### config.mk
export PLATFORM = sky130hd
export DESIGN_NAME = spi_master_flat
export DESIGN_NICKNAME = d
export VERILOG_FILES = /design/src/rtl/spi_pkg.sv /design/src/rtl/spi_master_if.sv /design/src/rtl/spi_clk_div.sv /design/src/rtl/spi_master.sv /design/src/flat_wrapper.sv
export SDC_FILE = /design/constraint.sdc
export NUM_CORES = 1
export LEC_CHECK = 0
export BUFFER_PORTS_ARGS = -buffer_cell sky130_fd_sc_hd__buf_2
export CELL_PAD_IN_SITES_DETAIL_PLACEMENT = 2
export CELL_PAD_IN_SITES_GLOBAL_PLACEMENT = 2
export CORE_MARGIN = 5
export CORE_UTILIZATION = 34
export CTS_CLUSTER_DIAMETER = 120
export DETAILED_ROUTE_END_ITERATION = 12
export GPL_ROUTABILITY_DRIVEN = 1
export PLACE_DENSITY_LB_ADDON = 0.1
export SYNTH_ARGS = -nofsm -noshare
export SYNTH_HDL_FRONTEND = slang
export SYNTH_SLANG_ARGS = --single-unit
### constraint.sdc
create_clock -name clk -period 2.5 [get_ports clk]
set_clock_uncertainty 0.1 [all_clocks]
set_input_delay 0 -clock clk [delete_from_list [all_inputs] [get_ports clk]]
set_output_delay 0 -clock clk [all_outputs]
set_load 0.01 [all_outputs]
### src/rtl/spi_pkg.sv
// Shared SPI definitions: FSM state encoding and default frame/clock
// parameters, common to spi_master and spi_slave.
package spi_pkg;

  typedef enum logic [2:0] {
    IDLE,
    SETUP,
    XFER,
    HOLD,
    DONE
  } spi_state_t;

  localparam int SPI_DATA_W      = 8;
  localparam int SPI_CLK_DIV_DEF = 4;

endpackage

### src/rtl/spi_master_if.sv
// Bundle of the SPI master's request/response handshake and serial lines.
//   master modport : view of spi_master (drives busy/done/rx_data/ss_n/sck/mosi)
//   slave modport  : view of the client and serial peer (drives start/tx_data/miso)
interface spi_master_if import spi_pkg::*; #(
  parameter int DATA_W = SPI_DATA_W
);
  logic              start;
  logic [DATA_W-1:0] tx_data;
  logic              busy;
  logic              done;
  logic [DATA_W-1:0] rx_data;
  logic              ss_n;
  logic              sck;
  logic              mosi;
  logic              miso;

  modport master (
    input  start, tx_data, miso,
    output busy, done, rx_data, ss_n, sck, mosi
  );

  modport slave (
    output start, tx_data, miso,
    input  busy, done, rx_data, ss_n, sck, mosi
  );
endinterface

### src/rtl/spi_clk_div.sv
// SCK half-period timer.
//   clk, rst : system clock, synchronous active-high reset
//   enable   : counts while high, held at zero while low
//   tick     : one-cycle pulse every CLK_DIV enabled cycles
module spi_clk_div #(
  parameter int CLK_DIV = 4
) (
  input  logic clk,
  input  logic rst,
  input  logic enable,
  output logic tick
);
  localparam int CNT_W = $clog2(CLK_DIV + 1);
  localparam logic [CNT_W-1:0] LAST = CNT_W'(CLK_DIV - 1);

  logic [CNT_W-1:0] cnt;

  // Held at zero while disabled so the first tick after enable lands
  // exactly CLK_DIV cycles later.
  always_ff @(posedge clk) begin
    if (rst || !enable) begin
      cnt <= '0;
    end else if (cnt == LAST) begin
      cnt <= '0;
    end else begin
      cnt <= cnt + 1'b1;
    end
  end

  assign tick = enable && (cnt == LAST);
endmodule

### src/rtl/spi_master.sv
// Mode-0 SPI master, MSB first, one DATA_W-bit frame per accepted start.
//   clk, rst : system clock, synchronous active-high reset
//   bus      : start/tx_data request, busy/done/rx_data response,
//              ss_n/sck/mosi/miso serial lines
//
// state | meaning
// IDLE  | ss_n high, waiting for start
// SETUP | ss_n low, first mosi bit settling, sck low for one half-period
// XFER  | DATA_W sck periods (high half then low half)
// HOLD  | sck low, ss_n still low for one half-period
// DONE  | single cycle: ss_n high, done pulse, rx_data updated; accepts start
module spi_master import spi_pkg::*; #(
  parameter int CLK_DIV = SPI_CLK_DIV_DEF,
  parameter int DATA_W  = SPI_DATA_W
) (
  input  logic         clk,
  input  logic         rst,
  spi_master_if.master bus
);
  localparam int BIT_W = $clog2(DATA_W + 1);
  localparam logic [BIT_W-1:0] BITS      = BIT_W'(DATA_W);
  localparam logic [BIT_W-1:0] LAST_FALL = BIT_W'(DATA_W - 1);

  spi_state_t        state, state_nxt;
  logic              active, accept, tick;
  logic              rise, fall, xfer_end;
  logic              sck_q;
  logic [BIT_W-1:0]  bit_cnt;
  logic [DATA_W-1:0] tx_sr, rx_sr, rx_q;

  assign active = (state == SETUP) || (state == XFER) || (state == HOLD);
  assign accept = bus.start && !active;

  spi_clk_div #(.CLK_DIV(CLK_DIV)) u_clk_div (
    .clk    (clk),
    .rst    (rst),
    .enable (active),
    .tick   (tick)
  );

  // bit_cnt counts completed sck falls; once it reaches DATA_W the next
  // tick closes the final low half instead of starting another period.
  assign rise     = tick && !sck_q &&
                    ((state == SETUP) || ((state == XFER) && (bit_cnt != BITS)));
  assign fall     = tick && sck_q && (state == XFER);
  assign xfer_end = tick && !sck_q && (state == XFER) && (bit_cnt == BITS);

  always_ff @(posedge clk) begin
    if (rst) begin
      state <= IDLE;
    end else begin
      state <= state_nxt;
    end
  end

  always_comb begin
    state_nxt = state;
    unique case (state)
      IDLE, DONE: state_nxt = accept ? SETUP : IDLE;
      SETUP:      if (tick)     state_nxt = XFER;
      XFER:       if (xfer_end) state_nxt = HOLD;
      HOLD:       if (tick)     state_nxt = DONE;
      default:    state_nxt = IDLE;
    endcase
  end

  always_ff @(posedge clk) begin
    if (rst) begin
      sck_q   <= 1'b0;
      bit_cnt <= '0;
      tx_sr   <= '0;
      rx_sr   <= '0;
      rx_q    <= '0;
    end else begin
      if (accept) begin
        tx_sr   <= bus.tx_data;
        rx_sr   <= '0;
        bit_cnt <= '0;
        sck_q   <= 1'b0;
      end
      if (rise) begin
        sck_q <= 1'b1;
        rx_sr <= {rx_sr[DATA_W-2:0], bus.miso};
      end
      if (fall) begin
        sck_q   <= 1'b0;
        bit_cnt <= bit_cnt + 1'b1;
        // The last bit stays on mosi through HOLD.
        if (bit_cnt != LAST_FALL) begin
          tx_sr <= {tx_sr[DATA_W-2:0], 1'b0};
        end
      end
      if ((state == HOLD) && tick) begin
        rx_q <= rx_sr;
      end
    end
  end

  assign bus.busy    = active;
  assign bus.done    = (state == DONE);
  assign bus.ss_n    = !active;
  assign bus.sck     = sck_q;
  assign bus.mosi    = active ? tx_sr[DATA_W-1] : 1'b0;
  assign bus.rx_data = rx_q;
endmodule

### src/flat_wrapper.sv
// flat-port wrapper written by rule: the top's interface ports become plain ports
module spi_master_flat import spi_pkg::*;
#(
  parameter int CLK_DIV = SPI_CLK_DIV_DEF,
  parameter int DATA_W  = SPI_DATA_W
)
  (clk, rst, bus_start, bus_tx_data, bus_miso, bus_busy, bus_done, bus_rx_data, bus_ss_n, bus_sck, bus_mosi);
  spi_master_if #(.DATA_W(DATA_W)) bus_i ();
  input  logic clk;
  input  logic rst;
  input wire logic [$bits(bus_i.start)-1:0] bus_start;
  input wire logic [$bits(bus_i.tx_data)-1:0] bus_tx_data;
  input wire logic [$bits(bus_i.miso)-1:0] bus_miso;
  output wire logic [$bits(bus_i.busy)-1:0] bus_busy;
  output wire logic [$bits(bus_i.done)-1:0] bus_done;
  output wire logic [$bits(bus_i.rx_data)-1:0] bus_rx_data;
  output wire logic [$bits(bus_i.ss_n)-1:0] bus_ss_n;
  output wire logic [$bits(bus_i.sck)-1:0] bus_sck;
  output wire logic [$bits(bus_i.mosi)-1:0] bus_mosi;
  assign bus_i.start = bus_start;
  assign bus_i.tx_data = bus_tx_data;
  assign bus_i.miso = bus_miso;
  assign bus_busy = bus_i.busy;
  assign bus_done = bus_i.done;
  assign bus_rx_data = bus_i.rx_data;
  assign bus_ss_n = bus_i.ss_n;
  assign bus_sck = bus_i.sck;
  assign bus_mosi = bus_i.mosi;
  spi_master #(.CLK_DIV(CLK_DIV), .DATA_W(DATA_W)) u_core (.clk(clk), .rst(rst), .bus(bus_i));
endmodule
==> results.cfg <==
[run_status]
status = finished, final reports clean

[timing]
finalCritPeriodShare_pct = 83.8
final-hold-violation-count = 0
maxSlewHeadroom_pct = 65.6
drv_slew = 0
setup_viol = 0
max_freq_ghz = 0.477
fin_setup_tns_ns = 0
rsz0062_at_grt = false
holdWs_ns = 0.0325
min_period_ns = 2.10
tightest_slew_ns = 0.509

[worst_setup_path]
crit_type = flip-flop to flip-flop
crit_chain = ha_1, ha_1, nor3b_2, o311a_1, buf_4, mux2i_1
cp-start-kind = flip-flop
cp_slowest_stage_delay_ns = 0.38
crit_top_cell = ha_1
cp_max_fo = 10
arrival_ns = 2.21
cp_top_family = adder cells
critPathBufInv = 1
setup.worst_path.end_class = flip-flop
slowest_stage = ha_1
cp.required_ns = 2.62

[floorplan]
num_rows = 26
boundaryPins = 25
die_area_mm2 = 0.00667
core_mm2 = 0.00504
start_util_pct = 34.6
die_w_um = 81.7
die_y_um = 81.7

[routing]
ant_nets = 0
dr.pass1.iters = 4
drt_wl_total_um = 4630
drc_errors = 0
wire_per_inst_um = 16.4
drt_iter0_drc = 90
vias = 1515
vias_per_cell = 5.35

[cells_and_area]
final_common_cell = dfxtp_1
drive_above_1_share_pct = 18.3
area_growth_syn_to_layout_pct = 18.1
n_antenna_cell = 0
fin_util_pct = 40.9
fin_cells = 283
num-fill-cells = 566
nNetsFinal = 228
final_cell_mix = dfxtp_1, buf_2, nand2_1

[pwr]
p_per_area_mw_per_mm2 = 623
p_leak_uw = 0.000740
p_total_uw = 1290
irDropWorstVdd_mv = 0.277

[grt]
grt_pass1_vias = 1616
track_usage_pct = 15.3
antenna_found_initial = 0
grt_pass1_wl_um = 7930
grt-ovfl-total = 0
grt_max_degree = 29

[synth]
synth_edf_count = 0
yosys-top-cells-area = dfxtp_1, mux2i_1, nand2_1
synth_cell_types = 45
yosys_most_used_dff = dfxtp_1
synth_cells = 191
syn_area_per_cell_um2 = 9.14
ys_seq_area_share_pct = 40.1
ys_ff_latch = 35
ys.warnings.count = 0
synth_area_mm2 = 0.00175
async_reset_ff_share_pct = 0
yosysTopAreaCellShare_pct = 40.1
synth_nets = 207
synth_largest_area_cell = dfxtp_1

[clock_tree]
cts_buffers = 5
cts_buffer_depth = 2
cts.sinks = 35
cts_tree = built
clk_latency_ns = 0.30
clk_transition_reported_paths_ns = 0.08
cts_max_level = 2
cts_root_buf = clkbuf_8
cts.repair.resized = 0

[placed_design]
hpwl_um = 3150
place_inst = 266
io_buffers = 24
gp_congestion = 0.726

[flow_run]
cap_violations = 0

[hold_path]
min_path_type = input port to flip-flop
## tightest hold or removal path, stage by stage
cell	delay [ns]
buf_2	0.20
nand3_1	0.11
a21oi_1	0.06
## per-stage QoR
stage,worst slack [ns],cell area [um2]
3_3_place_gp,0.530,1840
5_1_grt,0.230,2060
4_1_cts,0.384,2060
6_report,0.404,2060
3_5_place_dp,0.406,1840
2_1_floorplan,0.748,1750
## layer usage
layer | track usage [%] | part of all wire, % | vias up
li1 | - | - | 738
met1 | 19.2 | 48 | 743
met2 | 24.6 | 46 | 28
met3 | 4.06 | 4.0 | 6
met4 | 6.81 | 1.9 | 0
met5 | 0 | 0 | -
## kinds of logic (layout without fill, tap and decap cells)
logic type	count (synthesis)	count (layout)	synth area share, %
AOI/OAI and AO/OA	55	55	21.6
buffers and inverters	27	49	8.67
DFF	35	35	40.1
adders and majority gates	4	4	2.87
xor gates and xnor gates	2	2	1.00
muxes	8	8	4.87
and+or+nand+nor	60	60	20.9
## cell type report
type | instances | area (um2) | share of cell area (%)
Sequential cell | 35 | 701 | 34.0
Clock inverter | 2 | 60.1 | 2.91
Tap cell | 70 | 87.6 | 4.25
Multi-Input combinational cell | 129 | 895 | 43.4
Inverter | 7 | 28.8 | 1.40
Clock buffer | 6 | 72.6 | 3.52
Timing Repair Buffer | 34 | 218 | 10.6
## final timing paths
kind	startpoint	slack (ns)	depth (start not counted)	to
worst min-delay path	bus_start	0.03	3	u_core.tx_sr[0]$_SDFF_PP0_
worst max-delay path	u_core.u_clk_div.cnt[0]$_SDFF_PP0_	0.40	6	u_core.rx_sr[1]$_SDFFE_PP0P_
worst max register to register	u_core.u_clk_div.cnt[0]$_SDFF_PP0_	0.40	6	u_core.rx_sr[1]$_SDFFE_PP0P_
worst min register to register	u_core.u_clk_div.cnt[0]$_SDFF_PP0_	0.34	1	u_core.u_clk_div.cnt[0]$_SDFF_PP0_
## cell usage after synthesis, drive strengths merged (2+ instances only)
master / count
o211ai: 2
a21oi: 13
buf: 13
o221ai: 4
nand2b: 9
nor3b: 2
clkbuf: 7
nand4b: 3
mux2i: 7
nand3: 11
inv: 6
a21o: 7
o41ai: 7
xor2: 2
nor4: 2
or3: 2
nand2: 18
ha: 4
dfxtp: 35
o21ai: 8
nor2: 2
a31oi: 9
## repair_timing
action | 4_1_cts | 5_1_grt
hold endpoints to repair | 9 | 0
hold buffers | 9 | 0
buffers inserted | 0 | 0
## sequential cells by signal, indices dropped and copies added, names as in the netlist
name	count
u_core.bit_cnt	4
u_core.bus.rx_data	8
u_core.bus.sck	1
u_core.rx_sr	8
u_core.state	3
u_core.tx_sr	8
u_core.u_clk_div.cnt	3
## where the power goes
part / internal, uW / total, uW / switching [uW]
Sequential: 568 / 578 / 9.83
Combinational: 38.5 / 88.7 / 50.2
Clock: 399 / 619 / 220
Total: 1010 / 1290 / 280
Power figures use the tool's default switching activity.
